==> src/rtl/bitmap_pkg.sv <==
// Shared types and helpers for the bitmap address stream.
//   bmp_mode_t : per-request coordinate handling (clip or single-period wrap)
//   sel_width  : width of the sub-word pixel select for a given pixels-per-word
package bitmap_pkg;

    typedef enum logic {
        BMP_CLIP = 1'b0,
        BMP_WRAP = 1'b1
    } bmp_mode_t;

    // Sub-word select is at least one bit wide so the port always exists.
    function automatic int sel_width(input int ppw);
        return (ppw <= 2) ? 1 : $clog2(ppw);
    endfunction

endpackage

==> src/rtl/bitmap_axis_fold.sv <==
// One axis of the fold/clip stage: folds a signed coordinate s into [0, len)
// and registers the result.
//   clk, rst : clock, asynchronous active-high reset
//   en       : load enable; registers hold when low
//   mode     : BMP_CLIP or BMP_WRAP for this request
//   s, len   : signed coordinate and signed axis length (len > 0)
//   c        : folded coordinate (equals s when out of range)
//   oor      : coordinate lies outside the bitmap on this axis
module bitmap_axis_fold
    import bitmap_pkg::*;
#(
    parameter int CORDW = 16
) (
    input  logic                    clk,
    input  logic                    rst,
    input  logic                    en,
    input  bmp_mode_t               mode,
    input  logic signed [CORDW-1:0] s,
    input  logic signed [CORDW-1:0] len,
    output logic signed [CORDW-1:0] c,
    output logic                    oor
);

    // Two guard bits so that 2*len and s+len cannot overflow.
    localparam int EW = CORDW + 2;

    logic signed [EW-1:0]    s_ext;
    logic signed [EW-1:0]    len_ext;
    logic signed [EW-1:0]    len2_ext;
    logic signed [CORDW-1:0] c_next;
    logic                    oor_next;

    always_comb begin
        s_ext    = EW'(s);
        len_ext  = EW'(len);
        len2_ext = len_ext <<< 1;
        c_next   = s;
        oor_next = 1'b1;
        if (s_ext >= 0 && s_ext < len_ext) begin
            oor_next = 1'b0;
        end else if (mode == BMP_WRAP && s_ext >= -len_ext && s_ext < 0) begin
            c_next   = CORDW'(s_ext + len_ext);
            oor_next = 1'b0;
        end else if (mode == BMP_WRAP && s_ext >= len_ext && s_ext < len2_ext) begin
            c_next   = CORDW'(s_ext - len_ext);
            oor_next = 1'b0;
        end
    end

    always_ff @(posedge clk or posedge rst) begin
        if (rst) begin
            c   <= '0;
            oor <= 1'b0;
        end else if (en) begin
            c   <= c_next;
            oor <= oor_next;
        end
    end

endmodule

==> src/rtl/bitmap_addr_stream.sv <==
// Pipelined pixel-coordinate to memory-address translator.
//   clk, rst          : clock, asynchronous active-high reset
//   in_valid/in_ready : request handshake
//   mode, base        : clip/wrap mode and bitmap base (in pixels), per request
//   bmpw, bmph        : signed bitmap width and height (> 0)
//   x, y, offx, offy  : signed pixel coordinate and offsets
//   out_valid/out_ready : result handshake
//   addr, sel, clip   : word address, pixel within word, suppress-write flag
//
// Handshake: a transfer happens on a rising edge where valid && ready. A
// stage loads when it is empty or the stage after it loads; the output stage
// loads when !out_valid || out_ready. in_ready is the first stage's load
// enable, so it follows out_ready combinationally through one ready chain.
// A holding stage keeps all of its registers unchanged.
module bitmap_addr_stream
    import bitmap_pkg::*;
#(
    parameter  int CORDW = 16,
    parameter  int ADDRW = 24,
    parameter  int PPW   = 1,
    localparam int SELW  = sel_width(PPW)
) (
    input  logic                    clk,
    input  logic                    rst,
    input  logic                    in_valid,
    output logic                    in_ready,
    input  bmp_mode_t               mode,
    input  logic [ADDRW-1:0]        base,
    input  logic signed [CORDW-1:0] bmpw,
    input  logic signed [CORDW-1:0] bmph,
    input  logic signed [CORDW-1:0] x,
    input  logic signed [CORDW-1:0] y,
    input  logic signed [CORDW-1:0] offx,
    input  logic signed [CORDW-1:0] offy,
    output logic                    out_valid,
    input  logic                    out_ready,
    output logic [ADDRW-1:0]        addr,
    output logic [SELW-1:0]         sel,
    output logic                    clip
);

    localparam int SHIFT = $clog2(PPW);
    localparam int PW    = 2 * CORDW;

    logic load1, load2, load3;

    // Stage 1: offset addition and request capture
    logic                    s1_valid;
    logic signed [CORDW-1:0] s1_xs, s1_ys;
    bmp_mode_t               s1_mode;
    logic [ADDRW-1:0]        s1_base;
    logic signed [CORDW-1:0] s1_bmpw, s1_bmph;

    // Stage 2: folded coordinates
    logic                    s2_valid;
    logic signed [CORDW-1:0] s2_cx, s2_cy;
    logic                    s2_fx, s2_fy;
    logic [ADDRW-1:0]        s2_base;
    logic signed [CORDW-1:0] s2_bmpw;

    // Stage 3 combinational multiply-add
    logic signed [PW-1:0]    prod;
    logic [ADDRW-1:0]        lin;
    logic [SELW-1:0]         sel_next;

    assign load3    = !out_valid || out_ready;
    assign load2    = !s2_valid || load3;
    assign load1    = !s1_valid || load2;
    assign in_ready = load1;

    always_ff @(posedge clk or posedge rst) begin
        if (rst) begin
            s1_valid <= 1'b0;
            s1_xs    <= '0;
            s1_ys    <= '0;
            s1_mode  <= BMP_CLIP;
            s1_base  <= '0;
            s1_bmpw  <= '0;
            s1_bmph  <= '0;
        end else if (load1) begin
            s1_valid <= in_valid;
            if (in_valid) begin
                // CORDW-bit sums: overflow wraps around by design.
                s1_xs   <= x + offx;
                s1_ys   <= y + offy;
                s1_mode <= mode;
                s1_base <= base;
                s1_bmpw <= bmpw;
                s1_bmph <= bmph;
            end
        end
    end

    bitmap_axis_fold #(.CORDW(CORDW)) u_fold_x (
        .clk  (clk),
        .rst  (rst),
        .en   (load2 && s1_valid),
        .mode (s1_mode),
        .s    (s1_xs),
        .len  (s1_bmpw),
        .c    (s2_cx),
        .oor  (s2_fx)
    );

    bitmap_axis_fold #(.CORDW(CORDW)) u_fold_y (
        .clk  (clk),
        .rst  (rst),
        .en   (load2 && s1_valid),
        .mode (s1_mode),
        .s    (s1_ys),
        .len  (s1_bmph),
        .c    (s2_cy),
        .oor  (s2_fy)
    );

    always_ff @(posedge clk or posedge rst) begin
        if (rst) begin
            s2_valid <= 1'b0;
            s2_base  <= '0;
            s2_bmpw  <= '0;
        end else if (load2) begin
            s2_valid <= s1_valid;
            if (s1_valid) begin
                s2_base <= s1_base;
                s2_bmpw <= s1_bmpw;
            end
        end
    end

    // Product at full 2*CORDW width; the size casts sign-extend or truncate
    // to ADDRW so the sum wraps modulo 2^ADDRW.
    always_comb begin
        prod = s2_cy * s2_bmpw;
        lin  = s2_base + ADDRW'(prod) + ADDRW'(s2_cx);
        if (PPW == 1) begin
            sel_next = '0;
        end else begin
            sel_next = lin[SELW-1:0];
        end
    end

    always_ff @(posedge clk or posedge rst) begin
        if (rst) begin
            out_valid <= 1'b0;
            addr      <= '0;
            sel       <= '0;
            clip      <= 1'b0;
        end else if (load3) begin
            out_valid <= s2_valid;
            if (s2_valid) begin
                addr <= lin >> SHIFT;
                sel  <= sel_next;
                clip <= s2_fx | s2_fy;
            end
        end
    end

endmodule

==> config.mk <==
export PLATFORM = sky130hd
export DESIGN_NAME = bitmap_addr_stream
export DESIGN_NICKNAME = d
export VERILOG_FILES = /design/src/rtl/bitmap_pkg.sv /design/src/rtl/bitmap_axis_fold.sv /design/src/rtl/bitmap_addr_stream.sv
export SDC_FILE = /design/constraint.sdc
export NUM_CORES = 1
export LEC_CHECK = 0
export ABC_AREA = 1
export CORE_MARGIN = 2
export CORE_UTILIZATION = 30
export DETAILED_ROUTE_END_ITERATION = 8
export HOLD_SLACK_MARGIN = 0.1
export PLACE_DENSITY_LB_ADDON = 0.1
export REMOVE_ABC_BUFFERS = 1
export SKIP_LAST_GASP = 1
export SYNTH_ARGS = -nofsm -noshare
export SYNTH_HDL_FRONTEND = slang
export SYNTH_SLANG_ARGS = --single-unit
==> constraint.sdc <==
create_clock -name clk -period 7.9 [get_ports clk]
set_input_delay 0.79 -clock clk [delete_from_list [all_inputs] [get_ports clk]]
set_output_delay 0.79 -clock clk [all_outputs]
set_load 0.01 [all_outputs]
==> flow_summary.ini <==
[cells_and_area]
drive_above_1_share_pct = 3.498
diodes = 0
post-route-util_pct = 34.14
final_cell_area_um2 = 26970
fin_nets = 3900
area_growth_pct = 12.60
fin_cells = 4366

[sta]
rsz0062_at_grt = false
fin_skew_ns = 0.01920
slew_headroom_pct = 42.20
final-setup-viol-count = 0
hold_viol = 0
fmax_mhz = 164.5
fin_crit_sh_pct = 76.93
report.final.slew_viol_count = 0
finalSetupTns_ns = 0
min_period_ns = 6.078
tightest_slew_ns = 0.8670

[global_route]
grt_max_degree = 119
gr-total-overflow = 0
grt_pass1_vias = 20170
grt_pass1_wl_um = 112900
grt_usage_pct = 17.47
antenna_found_initial = 0

[logic_synthesis]
seq_area_frac_synth_pct = 19.96
syn_area_um2 = 23950
avgSynthCellArea_um2 = 7.406
synth-compound-area-share_pct = 9.780
synthSimpleGateAreaFrac_pct = 21.66
synth_area_leaders = dfrtp_1 20%, fa_1 20%, nand2_1 13%, ha_1 12%, inv_1 10%
synthFlopType = dfrtp_1
synth_area_leader_cell = dfrtp_1
synth_edf_count = 0
synth_top_family_by_area = adder cells
synth_most_common_cell = nand2_1
postSynthCellCount = 3234
synth_mux_area_share_pct = 0
async_flop_share_pct = 100.0
yosys_warnings = 0
ys_types = 54
yosys.area_share.adder_pct = 32.09
synth_top_area_share_pct = 19.96
synthTopCellsByCount = 856 x nand2_1, 669 x inv_1, 237 x fa_1, 235 x ha_1, 195 x o21ai_0
ys_seq_elements = 191
synth_xor_area_share_pct = 3.693

[placed_design]
io_buffers = 151
dp_hpwl_um = 56870
gp_congestion = 0.8543
placed_area_um2 = 26360
placedCellCount = 4334

[clock_tree]
clkTransAtPathRegs_ns = 0.08
cts_tree = built
cts_inserted_buffers = 17
cts-root-buf = clkbuf_16
clkLatencyLatePin_ns = 0.51
cts_num_sinks = 191
cts_setup_buffers = 0
postCtsResizedCells = 0
cts_hold_buf = 0
clock_path_buffers = 2
h-tree-depth = 4

[setup_path]
critPathKind = flip-flop to flip-flop
r2r-end = addr[23]
cp_max_fo = 12
cp-end-kind = flip-flop
reg2reg_slack_ns = 1.82
rr_worst_depth = 21
crit_arrival_ns = 6.46
worstPathRequired_ns = 8.28
rr_startpoint = s2_bmpw[1]
startpoint = s2_bmpw[1]
crit_path_start_kind = flip-flop

[floorplan]
fp.dieArea_um2 = 82110
rows = 103
fp.dieW_um = 286.6
io_pins = 153
initial_utilization_pct = 30.32
die-height_um = 286.6
core_um2 = 79000

[job]
maxCapViolations = 0

[route]
ant_nets = 0
dr.pass1.iters = 5
initialDrtViolationCount = 841
wl_um = 69670
num_vias = 19610
drc = 0
vias_per_cell = 4.492
wl_per_cell_um = 15.96

[hold_path]
worstHoldStart = s1_base[23]
min_to = s2_base[23]
holdPathStages = 2
hp-class = flip-flop to flip-flop

[run_status]
status = finished clean
-- critical path, cell delays in order, from the launching register on --
cell,delay (ns)
dfrtp_1,0.54
buf_4,0.24
nand2_1,0.10
inv_1,0.10
fa_1,0.76
inv_1,0.10
fa_1,0.47
fa_1,0.51
inv_1,0.05
fa_1,0.49
fa_1,0.49
inv_1,0.05
fa_1,0.47
inv_1,0.04
ha_1,0.38
nand2_1,0.13
nor3_1,0.27
nand2_1,0.08
o311ai_0,0.39
nand3_1,0.14
nand3_1,0.10
nand2_1,0.07
-- cells by family after synthesis --
kind of cell / after synthesis
AO/OA/AOI/OAI: 431
XOR/XNOR: 101
adder cells (fa/ha/maj): 472
buffers and inverters: 793
flip-flops: 191
other: 1
AND/OR/NAND/NOR: 1245
-- registers in the layout (all words and copies together) (netlist names) --
name          count
u_fold_x.oor      1
s1_base          24
s1_bmpw          16
u_fold_y.c       16
u_fold_x.c       16
out_valid         1
u_fold_y.oor      1
s1_xs            16
s2_valid          1
clip              1
s2_bmpw          16
s1_valid          1
s1_ys            16
s1_mode           1
s2_base          24
s1_bmph          16
addr             24
-- how the worst max path moves through the flow --
stage	end	cells past startpoint
2_1_floorplan	addr[0]	1
3_3_place_gp	addr[23]	21
3_5_place_dp	addr[23]	21
4_1_cts	addr[23]	21
5_1_grt	addr[23]	21
6_report	addr[23]	21
-- layout make-up --
type / count / area [um^2]
clock buffer: 18 / 439.2
clock inverter: 14 / 167.7
fill: 8701 / 52030
inverter: 683 / 2576
multi-input combinational: 2250 / 16110
sequential: 191 / 4780
tap: 1050 / 1314
timing repair buffer: 160 / 1579
-- stage by stage --
stage          hold slack, ns  worst slack, ns
5_1_grt                0.5043            1.374
3_3_place_gp           0.4513            1.856
6_report               0.4636            1.822
2_1_floorplan          0.4422            1.911
3_5_place_dp           0.4549            1.809
4_1_cts                0.4637            1.793
-- metal layers --
metal	up-vias	track usage, %	routed length (um)	part of all wire (%)
met5	-	0	0	0
met4	0	2.971	656	0.94
met3	28	2.210	1765	2.5
met2	243	28.73	32190	46
met1	9281	24.78	35060	50
li1	10060	-	-	-
-- cells in the final DEF, fill, tap and decap left out, types with 4 or more instances in the layout --
cell type / count
or2_2: 14
o211ai_1: 4
nand3_1: 150
inv_2: 11
nand3_2: 4
o21bai_1: 9
clkbuf_16: 17
xnor2_1: 14
a21oi_1: 150
fa_1: 237
nor4_1: 5
nor3_2: 5
a31oi_1: 11
a21o_1: 12
nand2_4: 4
clkinv_8: 5
o21ai_1: 20
nand3b_1: 5
ha_1: 235
o21ai_0: 195
nand2_2: 17
dfrtp_1: 191
a21oi_2: 5
xor2_1: 87
inv_1: 667
inv_8: 4
nor2_1: 134
buf_4: 9
nor3_1: 22
clkdlybuf4s50_1: 151
nand4_1: 20
o31ai_1: 8
nand2_1: 854
Power is not shown: default switching activity piles up to over one toggle a cycle in this logic, so the estimate is an artifact.
